[src/rtl/fb_arbiter.sv]
// Framebuffer BRAM arbiter: VGA reads (2x upscaled) take priority over a small camera write FIFO.
// Optional macro FB_TEST_PATTERN_EN adds the test_en port and an 8-bar colour pattern on pix_out.
module fb_arbiter #(
   parameter int H_RES      = 320,
   parameter int V_RES      = 240,
   parameter int FIFO_DEPTH = 4
) (
   input  logic        pclk,
   input  logic        rst,
   input  logic        cam_we,
   input  logic [16:0] cam_addr,
   input  logic [11:0] cam_data,
   output logic        cam_ready,
   input  logic [9:0]  vga_x,
   input  logic [9:0]  vga_y,
   input  logic        video_on,
   output logic [16:0] ram_addr,
   output logic        ram_we,
   output logic [11:0] ram_wdata,
   input  logic [11:0] ram_rdata,
   output logic [11:0] pix_out,
   output logic        overflow
`ifdef FB_TEST_PATTERN_EN
   ,
   input  logic        test_en
`endif
);

   localparam int              PW       = (FIFO_DEPTH > 1) ? $clog2(FIFO_DEPTH) : 1;
   localparam int              CW       = $clog2(FIFO_DEPTH + 1);
   localparam logic [CW-1:0]   FULL_CNT = CW'(FIFO_DEPTH);
   localparam logic [16:0]     H_RES_W  = 17'(H_RES);
   localparam logic [16:0]     FB_SIZE  = 17'(H_RES * V_RES);

   typedef struct packed {
      logic [16:0] addr;
      logic [11:0] data;
   } entry_t;

   typedef enum logic [1:0] {
      S_IDLE,
      S_RD,
      S_WR
   } state_t;

   entry_t        r_mem [FIFO_DEPTH];
   logic [PW-1:0] r_wr_ptr;
   logic [PW-1:0] r_rd_ptr;
   logic [CW-1:0] r_count;
   logic          r_overflow;

   state_t        r_state;
   state_t        w_next_state;
   logic          r_ram_we;
   logic [16:0]   r_ram_addr;
   logic [11:0]   r_ram_wdata;
   logic          w_ram_we_d;
   logic [16:0]   w_ram_addr_d;
   logic [11:0]   w_ram_wdata_d;

   logic          r_von_d1;
   logic [11:0]   r_pix;

   logic          w_rd_req;
   logic [16:0]   w_rd_addr;
   logic          w_push;
   logic          w_pop;
   logic          w_drop;
   entry_t        w_head;

   // Even columns only: each BRAM pixel covers two screen columns and two rows.
   assign w_rd_req  = video_on & ~vga_x[0];
   assign w_rd_addr = 17'(vga_y >> 1) * H_RES_W + 17'(vga_x >> 1);

   assign cam_ready = (r_count != FULL_CNT);
   assign w_push    = cam_we & cam_ready;
   assign w_drop    = cam_we & ~cam_ready;
   assign w_pop     = (w_next_state == S_WR);
   assign w_head    = r_mem[r_rd_ptr];

   // NOTE: storage array has no reset; the pointers and count alone define validity.
   always_ff @(posedge pclk) begin
      if (w_push) begin
         r_mem[r_wr_ptr] <= '{addr: cam_addr, data: cam_data};
      end
   end

   // NOTE: non-blocking assignments keep every register sampling pre-edge values.
   always_ff @(posedge pclk) begin
      if (rst) begin
         r_wr_ptr   <= '0;
         r_rd_ptr   <= '0;
         r_count    <= '0;
         r_overflow <= 1'b0;
      end else begin
         if (w_push) r_wr_ptr <= r_wr_ptr + 1'b1;
         if (w_pop)  r_rd_ptr <= r_rd_ptr + 1'b1;
         r_count    <= r_count + CW'(w_push) - CW'(w_pop);
         r_overflow <= r_overflow | w_drop;
      end
   end

   always_ff @(posedge pclk) begin
      if (rst) begin
         r_state     <= S_IDLE;
         r_ram_we    <= 1'b0;
         r_ram_addr  <= '0;
         r_ram_wdata <= '0;
      end else begin
         r_state     <= w_next_state;
         r_ram_we    <= w_ram_we_d;
         r_ram_addr  <= w_ram_addr_d;
         r_ram_wdata <= w_ram_wdata_d;
      end
   end

   always_comb begin
      w_next_state = S_IDLE;
      if (w_rd_req) begin
         w_next_state = S_RD;
      end else if (r_count != '0) begin
         w_next_state = S_WR;
      end
   end

   // NOTE: defaults first so every path assigns every output (no latches).
   always_comb begin
      w_ram_we_d    = 1'b0;
      w_ram_addr_d  = r_ram_addr;
      w_ram_wdata_d = r_ram_wdata;
      case (w_next_state)
         S_RD: w_ram_addr_d = w_rd_addr;
         S_WR: begin
            // Out-of-range entries are popped silently; the bus is left untouched.
            if (w_head.addr < FB_SIZE) begin
               w_ram_we_d    = 1'b1;
               w_ram_addr_d  = w_head.addr;
               w_ram_wdata_d = w_head.data;
            end
         end
         default: ;
      endcase
   end

`ifdef FB_TEST_PATTERN_EN
   logic       r_test_d1;
   logic [2:0] r_bar_d1;

   function automatic logic [11:0] bar_colour(input logic [2:0] bar);
      case (bar)
         3'd0:    bar_colour = 12'hFFF;
         3'd1:    bar_colour = 12'hFF0;
         3'd2:    bar_colour = 12'h0FF;
         3'd3:    bar_colour = 12'h0F0;
         3'd4:    bar_colour = 12'hF0F;
         3'd5:    bar_colour = 12'hF00;
         3'd6:    bar_colour = 12'h00F;
         default: bar_colour = 12'h000;
      endcase
   endfunction

   always_ff @(posedge pclk) begin
      if (rst) begin
         r_test_d1 <= 1'b0;
         r_bar_d1  <= '0;
      end else begin
         r_test_d1 <= test_en;
         r_bar_d1  <= vga_x[9:7];
      end
   end
`endif

   // BRAM data is captured only in the read cycle, so it holds across the odd column.
   always_ff @(posedge pclk) begin
      if (rst) begin
         r_von_d1 <= 1'b0;
         r_pix    <= '0;
      end else begin
         r_von_d1 <= video_on;
         if (!r_von_d1) begin
            r_pix <= '0;
`ifdef FB_TEST_PATTERN_EN
         end else if (r_test_d1) begin
            r_pix <= bar_colour(r_bar_d1);
`endif
         end else if (r_state == S_RD) begin
            r_pix <= ram_rdata;
         end
      end
   end

   assign ram_we    = r_ram_we;
   assign ram_addr  = r_ram_addr;
   assign ram_wdata = r_ram_wdata;
   assign pix_out   = r_pix;
   assign overflow  = r_overflow;

endmodule

[config.mk]
export PLATFORM = sky130hd
export DESIGN_NAME = fb_arbiter
export DESIGN_NICKNAME = d
export VERILOG_FILES = /design/src/rtl/fb_arbiter.sv
export SDC_FILE = /design/constraint.sdc
export NUM_CORES = 1
export LEC_CHECK = 0
export BUFFER_PORTS_ARGS = -buffer_cell sky130_fd_sc_hd__buf_4
export CAP_MARGIN = 25
export CORE_AREA = 5 5 108 135
export CTS_BUF_LIST = sky130_fd_sc_hd__clkbuf_2
export CTS_CLUSTER_SIZE = 10
export DETAILED_ROUTE_END_ITERATION = 10
export DIE_AREA = 0 0 113 140
export GPL_TIMING_DRIVEN = 0
export PLACE_DENSITY = 0.76
export SLEW_MARGIN = 20
export SYNTH_ARGS = -nofsm -noshare
export SYNTH_HDL_FRONTEND = slang
export SYNTH_SLANG_ARGS = --single-unit
[constraint.sdc]
create_clock -name pclk -period 6.1 [get_ports pclk]
set_input_delay 1.22 -clock pclk [delete_from_list [all_inputs] [get_ports pclk]]
set_output_delay 1.22 -clock pclk [all_outputs]
set_load 0.005 [all_outputs]
==> impl_metrics.ini <==
[synth]
synth_edf_count = 116
ys_warn_count = 0
synth_seq_cells = 171
synth_top_flop_cell = edfxtp_1
syn_inst = 478
async_flop_share = 0
synth_xor_area_frac = 0.0212
ys_seq_area_frac = 0.651
synthMuxAreaShare = 0.117
synth-adder-area-share = 0.0494
syn_avg_cell_area_um2 = 14.7
synth.distinct_cells = 42
synth_compound_area_frac = 0.0574
synth_top_family_by_area = multiplexers
syn-cell-area_um2 = 7040
syn-num-nets = 569
synthSimpleGateAreaFrac = 0.0802

[finish]
final_core_util = 0.639
final_cell_mix = edfxtp_1, buf_4, dfxtp_1, nor2_1, nand2_1
final_common_cell = edfxtp_1
drive_above_1_share = 0.310
area_growth_pct = 19.0
final_nets = 698
nFillCells = 964

[timing]
final_hold_viol_count = 0
skew_ns = 0.0368
period_minus_slack_ns = 3.26
slew_headroom = 0.429
finalSetupTns_ns = 0
slew_viol_final = 0
fin_ws_ns = 2.84
grt_setup_unrepaired = false
fin_crit_sh = 0.535
setup_viol = 0
fmax_ghz = 0.307
worstMarginPinSlew_ns = 0.857

[floorplan]
io_pins = 109
dieArea_um2 = 15800
dieWidth_um = 113
fp-row-count = 47
die_h_um = 140
coreArea_um2 = 13100
initial_core_util = 0.537

[critical_path]
rr_worst_depth = 13
regToRegStartpoint = r_count[1]$_SDFF_PP0_
start_kind = input pin
crit_start = video_on
rrSetupSlack_ns = 3.11
endpoint_kind = flip-flop
reg2reg_to = r_count[2]$_SDFF_PP0_
arrival_ns = 3.84
cp-endpoint = r_count[2]$_SDFF_PP0_
critPathMaxFanout = 10
required_ns = 6.68
crit_type = input pin to flip-flop

[hold_path]
hp-class = flip-flop to flip-flop

[global_routing]
grt_max_degree = 18
grt_usage = 0.179
grt_pass1_vias = 4404
grt_pass1_wl_mm = 22.2
antenna_found_initial = 1
grt_overflow = 0

[cts]
cts_root_buf = clkbuf_2
cts_inserted_buffers = 17
hold_buffers = 0
insertion_delay_ns = 0.68
h-tree-depth = 4
cts_setup_buffers = 0
ctsResizeCount = 0
cts_buffer_depth = 2
cts_tree = done
cts_sinks = 171
clk_pin_slew_ns = 0.22

[place]
portBuffers = 106
hpwlAfterDp_mm = 10.2
dpl_worst_slack_ns = 2.10
gp_congestion = 0.810

[detailed_routing]
wl_per_cell_um = 17.2
vias = 4248
drc = 0
via_per_inst = 5.36
first_iter_violations = 198
totalWireLength_mm = 13.7
dr.pass1.iters = 5
ant_nets = 0

[power]
p_leak_nw = 3.19
power_density_nw_per_um2 = 379
ir_drop_v = 0.000221

[status]
status = completed

[run]
drv_cap = 0
-- kinds of logic (layout without fill, tap and decap cells) --
logic type / after synthesis / count (layout)
buf+inv: 34 / 176
other cells: 0 / 1
simple gates: 130 / 130
xor+xnor: 17 / 17
flops: 171 / 171
compound gates: 54 / 54
mux: 46 / 46
fa+ha+maj: 26 / 26
-- synthesized netlist by cell type, types with 7 or more instances --
library cell / instances / area [um^2]
ha_1: 23 / 288
edfxtp_1: 116 / 3480
a311oi_2: 7 / 105
xnor2_1: 9 / 78.8
a21oi_1: 23 / 115
clkbuf_1: 14 / 52.6
xor2_1: 8 / 70.1
dfxtp_1: 55 / 1100
nand2_1: 48 / 180
nor2_1: 51 / 191
nor2b_1: 8 / 50.1
inv_1: 11 / 41.3
mux4_2: 29 / 653
mux2i_1: 17 / 170
o21ai_0: 8 / 40.0
-- final cells by class --
cell class	instances	area [um^2]	area share
sequential	171	4580	0.547
multi-input combinational	273	2290	0.274
tap	171	214	0.0255
timing repair buffer	110	906	0.108
clock inverter	13	116	0.0139
inverter	11	41.3	0.00493
clock buffer	19	95.1	0.0114
buffer	23	123	0.0146
antenna	1	2.50	0.000299
-- per-layer routing --
| layer | wire (um) | global-route usage |
|---|---|---|
| met5 | 0 | 0 |
| met4 | 261 | 0.0665 |
| met3 | 822 | 0.0418 |
| met2 | 7200 | 0.318 |
| met1 | 5370 | 0.209 |
-- critical path: stages --
cell	delay, ns
buf_4	0.11
nor2b_1	0.13
or2_2	0.28
clkbuf_1	0.17
inv_1	0.16
buf_1	0.46
ha_1	0.33
inv_1	0.06
ha_1	0.13
inv_1	0.05
fa_1	0.37
xor2_1	0.17
xnor2_1	0.13
nor2_1	0.05
-- metrics by stage --
stage | total power [mW] | cells | area [um^2] | hold WS, ns
after CTS | 3.21 | 791 | 8370 | 0.474
final | 3.17 | 792 | 8380 | 0.473
after global placement | 2.62 | 755 | 8050 | 0.445
after detailed placement | 2.69 | 759 | 8160 | 0.450
after global routing | 3.37 | 792 | 8380 | 0.497
after floorplan | 2.28 | 478 | 7040 | 0.453
-- how the worst min path moves through the flow --
stage / depth (start not counted) / endpoint / startpoint
after floorplan: 2 / pix_out[0]$_SDFFE_PP0N_ / pix_out[0]$_SDFFE_PP0N_
after global placement: 2 / pix_out[7]$_SDFFE_PP0N_ / pix_out[7]$_SDFFE_PP0N_
final: 2 / pix_out[3]$_SDFFE_PP0N_ / pix_out[3]$_SDFFE_PP0N_
after CTS: 2 / pix_out[7]$_SDFFE_PP0N_ / pix_out[7]$_SDFFE_PP0N_
after detailed placement: 2 / pix_out[7]$_SDFFE_PP0N_ / pix_out[7]$_SDFFE_PP0N_
after global routing: 2 / pix_out[7]$_SDFFE_PP0N_ / pix_out[7]$_SDFFE_PP0N_
-- where the power goes --
part | internal, mW | leakage (nW) | switching, mW
sequential | 1.44 | 1.51 | 0.0893
combinational | 0.562 | 1.54 | 0.556
clock | 0.153 | 0.133 | 0.376
-- flip-flops by register name, indices dropped and copies added, names as in the netlist, named ones only --
signal and flops:
r_mem 116, ram_addr 17, pix_out 12, ram_wdata 12, r_count 3, r_rd_ptr 2
r_state 2, r_wr_ptr 2, overflow 1, r_von_d1 1, ram_we 1
Note: power is estimated with default switching activity, not from simulation.
